**config.mk**
```make
export PLATFORM = sky130hd
export DESIGN_NAME = vreg_group_wb_tracker_flat
export DESIGN_NICKNAME = d
export VERILOG_FILES = /design/src/rtl/vreg_group_wb_tracker_if.sv /design/src/rtl/vreg_group_wb_tracker.sv /design/src/flat_wrapper.sv
export SDC_FILE = /design/constraint.sdc
export NUM_CORES = 1
export LEC_CHECK = 0
export CAP_MARGIN = 20
export CORE_ASPECT_RATIO = 0.5
export CORE_UTILIZATION = 55
export CTS_BUF_LIST = sky130_fd_sc_hd__clkbuf_8
export CTS_CLUSTER_SIZE = 16
export DETAILED_ROUTE_END_ITERATION = 12
export PLACE_DENSITY = 0.77
export RECOVER_POWER = 50
export SETUP_SLACK_MARGIN = 0.2
export SYNTH_ARGS = -nofsm -noshare
export SYNTH_HDL_FRONTEND = slang
export SYNTH_SLANG_ARGS = --single-unit
```
**constraint.sdc**
```tcl
create_clock -name clk -period 12.5 [get_ports clk]
set_clock_uncertainty 0.05 [all_clocks]
set_input_delay 3.125 -clock clk [delete_from_list [all_inputs] [get_ports clk]]
set_output_delay 3.125 -clock clk [all_outputs]
set_load 0.02 [all_outputs]
```
**src/rtl/vreg_group_wb_tracker_if.sv**
```systemverilog
// vreg_group_wb_tracker_if: issue, write-back and retire signals of the register group tracker
interface vreg_group_wb_tracker_if #(parameter int ADDR_WIDTH = 5);
  logic                     issue_valid;
  logic                     issue_ready;
  logic [2:0]               issue_vlmul;
  logic [ADDR_WIDTH-1:0]    issue_addr;
  logic                     wb_valid;
  logic [ADDR_WIDTH-1:0]    wb_addr;
  logic                     done_valid;
  logic [ADDR_WIDTH-1:0]    done_addr;
  logic                     err_seq;
  logic [2**ADDR_WIDTH-1:0] busy_mask;
  logic                     idle;
  modport master (
    output issue_valid, issue_vlmul, issue_addr, wb_valid, wb_addr,
    input  issue_ready, done_valid, done_addr, err_seq, busy_mask, idle
  );
  modport slave (
    input  issue_valid, issue_vlmul, issue_addr, wb_valid, wb_addr,
    output issue_ready, done_valid, done_addr, err_seq, busy_mask, idle
  );
endinterface

```
**src/rtl/vreg_group_wb_tracker.sv**
```systemverilog
// vreg_group_wb_tracker: in-order register group FIFO checking write-back beats and retiring groups
module vreg_group_wb_tracker #(
  parameter int ADDR_WIDTH = 5,
  parameter int DEPTH      = 4
) (
  input logic                    clk,
  input logic                    rst_n,
  vreg_group_wb_tracker_if.slave bus
);
  localparam int NR = 2**ADDR_WIDTH;
  localparam int PW = $clog2(DEPTH);
  localparam int CW = PW + 1;
  logic [ADDR_WIDTH-1:0] f_addr [DEPTH];
  logic [ADDR_WIDTH-1:0] f_base [DEPTH];
  logic [ADDR_WIDTH-1:0] f_last [DEPTH];
  logic [PW-1:0]         wr_ptr, rd_ptr;
  logic [CW-1:0]         count;
  logic [ADDR_WIDTH-1:0] off, exp_addr, new_base, new_span, new_last;
  logic                  push, hit, pop;
  logic [NR-1:0]         set_mask, clr_mask;
  // expected register is the head base plus beats already consumed of the head group
  always_comb begin
    new_base = bus.issue_vlmul[2] ? bus.issue_addr : bus.issue_addr << bus.issue_vlmul[1:0];
    new_span = bus.issue_vlmul[2] ? '0 : ADDR_WIDTH'((4'd1 << bus.issue_vlmul[1:0]) - 4'd1);
    new_last = new_base + new_span;
    exp_addr = f_base[rd_ptr] + off;
    push     = bus.issue_valid && bus.issue_ready;
    hit      = bus.wb_valid && count != '0 && bus.wb_addr == exp_addr;
    pop      = hit && exp_addr == f_last[rd_ptr];
    clr_mask = hit ? NR'(1) << bus.wb_addr : '0;
  end
  for (genvar i = 0; i < NR; i++) begin : g_set
    assign set_mask[i] = push && (ADDR_WIDTH'(i) - new_base) <= new_span;
  end
  assign bus.issue_ready = count != CW'(DEPTH);
  assign bus.idle        = count == '0;
  always_ff @(posedge clk) begin
    if (push) begin
      f_addr[wr_ptr] <= bus.issue_addr;
      f_base[wr_ptr] <= new_base;
      f_last[wr_ptr] <= new_last;
    end
  end
  always_ff @(posedge clk or negedge rst_n) begin
    if (!rst_n) begin
      wr_ptr         <= '0;
      rd_ptr         <= '0;
      count          <= '0;
      off            <= '0;
      bus.busy_mask  <= '0;
      bus.done_valid <= 1'b0;
      bus.err_seq    <= 1'b0;
      bus.done_addr  <= '0;
    end else begin
      wr_ptr         <= wr_ptr + PW'(push);
      rd_ptr         <= rd_ptr + PW'(pop);
      count          <= count + CW'(push) - CW'(pop);
      off            <= pop ? '0 : off + ADDR_WIDTH'(hit);
      bus.busy_mask  <= (bus.busy_mask & ~clr_mask) | set_mask;
      bus.done_valid <= pop;
      bus.err_seq    <= bus.wb_valid && !hit;
      if (pop) bus.done_addr <= f_addr[rd_ptr];
    end
  end
endmodule
```
**src/flat_wrapper.sv**
```systemverilog
// flat-port wrapper written by rule: the top's interface ports become plain ports
module vreg_group_wb_tracker_flat 
#(
  parameter int ADDR_WIDTH = 5,
  parameter int DEPTH      = 4
)
  (clk, rst_n, bus_issue_valid, bus_issue_vlmul, bus_issue_addr, bus_wb_valid, bus_wb_addr, bus_issue_ready, bus_done_valid, bus_done_addr, bus_err_seq, bus_busy_mask, bus_idle);
  vreg_group_wb_tracker_if #(.ADDR_WIDTH(ADDR_WIDTH)) bus_i ();
  input logic clk;
  input logic rst_n;
  input wire logic [$bits(bus_i.issue_valid)-1:0] bus_issue_valid;
  input wire logic [$bits(bus_i.issue_vlmul)-1:0] bus_issue_vlmul;
  input wire logic [$bits(bus_i.issue_addr)-1:0] bus_issue_addr;
  input wire logic [$bits(bus_i.wb_valid)-1:0] bus_wb_valid;
  input wire logic [$bits(bus_i.wb_addr)-1:0] bus_wb_addr;
  output wire logic [$bits(bus_i.issue_ready)-1:0] bus_issue_ready;
  output wire logic [$bits(bus_i.done_valid)-1:0] bus_done_valid;
  output wire logic [$bits(bus_i.done_addr)-1:0] bus_done_addr;
  output wire logic [$bits(bus_i.err_seq)-1:0] bus_err_seq;
  output wire logic [$bits(bus_i.busy_mask)-1:0] bus_busy_mask;
  output wire logic [$bits(bus_i.idle)-1:0] bus_idle;
  assign bus_i.issue_valid = bus_issue_valid;
  assign bus_i.issue_vlmul = bus_issue_vlmul;
  assign bus_i.issue_addr = bus_issue_addr;
  assign bus_i.wb_valid = bus_wb_valid;
  assign bus_i.wb_addr = bus_wb_addr;
  assign bus_issue_ready = bus_i.issue_ready;
  assign bus_done_valid = bus_i.done_valid;
  assign bus_done_addr = bus_i.done_addr;
  assign bus_err_seq = bus_i.err_seq;
  assign bus_busy_mask = bus_i.busy_mask;
  assign bus_idle = bus_i.idle;
  vreg_group_wb_tracker #(.ADDR_WIDTH(ADDR_WIDTH), .DEPTH(DEPTH)) u_core (.clk(clk), .rst_n(rst_n), .bus(bus_i));
endmodule
```
==> flow_summary.json <==
{
  "run_status": "complete, but fails checks",
  "failing_checks": "capacitance limit, slew limit",
  "layout_cell_share_with_drive_strength_beyond_1": 0.07490,
  "post_synth_edffs": 60,
  "cellLeakagePower_nw": 3.379,
  "clk_transition_reported_paths_ps": 120,
  "insertedDiodeCount": 0,
  "synth-seq-area-share": 0.4362,
  "cts_buffer_depth": 2,
  "max-cap-violations": 1,
  "final.fill_count": 923,
  "mappedNetlistArea_um2": 7056,
  "post_synth.cell_area_avg_um2": 11.06,
  "count_of_distinct_cell_types_in_the_synthesized_netlist": 49,
  "finalHoldViolations": 0,
  "io_buffer_count": 57,
  "wl_um": 16280,
  "synth_simple_gate_area_share": 0.07182,
  "cts.hold.buffers_added": 0,
  "die_w_um": 162.2,
  "crit_fanout": 12,
  "grt_first_pass_wirelength_um": 25650,
  "ys_ff_latch": 111,
  "timing.slew.headroom": -1.047,
  "dr.pass1.iters": 6,
  "routed-via-count": 5187,
  "postCtsResizedCells": 0,
  "timing.final.max_slew_violations": 52,
  "clk_latency_ps": 380,
  "core_area_um2": 12160,
  "worst_path_max_delay_cell": "sky130_fd_sc_hd__clkdlybuf4s50_1",
  "synth_flop_cell": "sky130_fd_sc_hd__edfxtp_1",
  "rsz_0062_raised_after_global_routing": "false",
  "initial_core_util": 0.5804,
  "area.growth.synth_to_final_pct": 15.27,
  "cp_cell_sequence": "clkdlybuf4s50_1 -> mux2_2 -> a22oi_1 -> inv_1 -> ha_1 -> inv_1 -> ha_1 -> nor2b_1 -> o21ai_0 -> a21boi_0 -> o21ai_0 -> a22oi_1 -> o21ai_0",
  "startpoint_types": "input port",
  "synth_top_family_by_area": "adder cells",
  "grt_pass1_vias": 5047,
  "tritoncts": "built",
  "grt_start_max_net_pins": 52,
  "least_margin_pin_slew_ps": 3071,
  "critical-path-top-cell-by-count": "sky130_fd_sc_hd__o21ai_0",
  "max_clock_freq_mhz": 146.4,
  "postSynthCellCount": 638,
  "setup_viol_count_final": 0,
  "grt_antenna_before_repair": 0,
  "area_fraction_in_compound_gates_after_synthesis": 0.1495,
  "first_iter_violations": 259,
  "worstSetupPathType": "in2reg",
  "final.min_clock_period_ps": 6830,
  "detail_route.wl_per_cell_um": 18.38,
  "synth-xor-area-share": 0.06295,
  "grt_overflow_total": 0,
  "critical_path_required_ps": 12720,
  "detailed_place.area_um2": 7913,
  "synth_mux_area_frac": 0.06154,
  "viasPerCell": 5.854,
  "place_hpwl_um": 11960,
  "synthArstFlopShare": 0.4595,
  "power_per_cell_area_nw_per_um2": 138.9,
  "io_pins": 58,
  "timing.critical_path.arrival_ps": 7050,
  "synthesis.yosys.warnings": 0,
  "cts_buffers": 9,
  "die_height_um": 82.09,
  "grt_total_usage": 0.2572,
  "clock_tree.root_cell": "sky130_fd_sc_hd__clkbuf_8",
  "post_cts.repair.setup_buffers": 0,
  "row_count": 28,
  "cp-end-kind": "register",
  "fin_setup_tns_ps": 0,
  "finish.net_count": 825,
  "gp_congestion": 0.8600,
  "clock_sink_count": 111,
  "cts_max_level": 3,
  "hold_path_class": "reg2reg",
  "finalCritPeriodShare": 0.5464,
  "final_design_area_no_fill_um2": 8133,
  "antenna_violating_nets_post_route": 0,
  "design_power_total_mw": 1.130,
  "slowest_delay_ps": 650,
  "design.die.area_um2": 13310,
  "drt_drc": 0,
  "worst_ir_drop_vdd_v": 0.00007531,
  "synth_fa_ha_area_frac": 0.1663
}
-- synthesized netlist by cell type (all sizes together), types with 15 or more instances --
cell type | number | share of area
xnor2 | 30 | 0.037
nand2 | 15 | 0.0080
edfxtp | 60 | 0.26
inv | 75 | 0.040
a22oi | 17 | 0.018
ha | 89 | 0.16
dfrtp | 51 | 0.18
a21oi | 22 | 0.016
xor2 | 18 | 0.022
o21ai | 98 | 0.070
mux4 | 15 | 0.048
nor2 | 16 | 0.0085
-- logic make-up after synthesis --
family	count (synthesis)
AOI/OAI and AO/OA	178
xor gates and xnor gates	49
adders and majority gates	92
buffers and inverters	92
DFF	111
muxes	22
other	2
and+or+nand+nor	92
-- sequential cells by signal (all words and copies together) (netlist names) --
name                   count
u_core.bus.busy_mask      32
u_core.f_addr             20
u_core.f_base             20
u_core.f_last             20
u_core.bus.done_addr       5
u_core.off                 5
u_core.count               3
u_core.rd_ptr              2
u_core.wr_ptr              2
u_core.bus.done_valid      1
u_core.bus.err_seq         1
-- stage by stage --
step	instances	setup slack [ps]	hold WS, ps	utilization
final	886	5670	460.7	0.6690
after global routing	886	5493	495.7	0.6690
after CTS	885	5837	469.7	0.6686
after detailed placement	869	5415	445.2	0.6509
after global placement	869	5569	438.9	0.6509
after floorplan	653	6144	417.5	-
-- path summary, 6_finish.rpt --
| kind | cells after the start | start | endpoint | slack (ps) |
|---|---|---|---|---|
| max | 13 | bus_issue_vlmul[0] | u_core.bus.busy_mask[26] | 5670 |
| min reg2reg | 1 | u_core.count[2] | u_core.count[2] | 460 |
| max in group asynchronous | 2 | rst_n | u_core.bus.busy_mask[15] | 6880 |
| max reg2reg | 17 | u_core.rd_ptr[1] | u_core.count[2] | 7680 |
| min | 1 | u_core.count[2] | u_core.count[2] | 460 |
| min in group asynchronous | 2 | rst_n | u_core.bus.done_addr[0] | 3780 |
-- power by group --
| group | switching (mW) | internal [mW] | total, mW |
|---|---|---|---|
| Clock | 0.144 | 0.0825 | 0.226 |
| Sequential | 0.0227 | 0.452 | 0.474 |
| Combinational | 0.249 | 0.180 | 0.429 |
-- layout by cell type, fill, tap and decap left out, drive strengths merged, types with 15 or more instances in the layout --
cell type | Yosys | routed
a21oi | 22 | 22
a22oi | 17 | 17
clkdlybuf4s50 | 0 | 19
conb | 2 | 17
dfrtp | 51 | 51
dlygate4sd3 | 0 | 37
edfxtp | 60 | 60
ha | 89 | 89
inv | 75 | 79
mux4 | 15 | 15
nand2 | 15 | 15
nor2 | 16 | 16
o21ai | 98 | 98
xnor2 | 30 | 30
xor2 | 18 | 18
-- final cells by class --
type / instances / area, µm² / share of cell area
timing repair buffer: 68 / 660.6 / 0.08123
clock buffer: 9 / 123.9 / 0.01523
inverter: 76 / 285.3 / 0.03508
multi-input combinational: 450 / 3687 / 0.4534
sequential: 111 / 3078 / 0.3785
tap: 165 / 206.4 / 0.02538
clock inverter: 7 / 91.34 / 0.01123
-- metal layers --
metal  wire (µm)  GRT usage
met2        7828     0.4567
met3         667    0.03696
met1        7501     0.3367
met4         286    0.06981
met5           0          0
-- critical path, delay by kind of cell --
| kind | cells | cell delay [ps] |
|---|---|---|
| AOI/OAI and AO/OA | 6 | 1490 |
| adders and majority gates | 2 | 710 |
| buffers and inverters | 3 | 1160 |
| muxes | 1 | 400 |
| and+or+nand+nor | 1 | 160 |
Power figures use the tool's default switching activity.
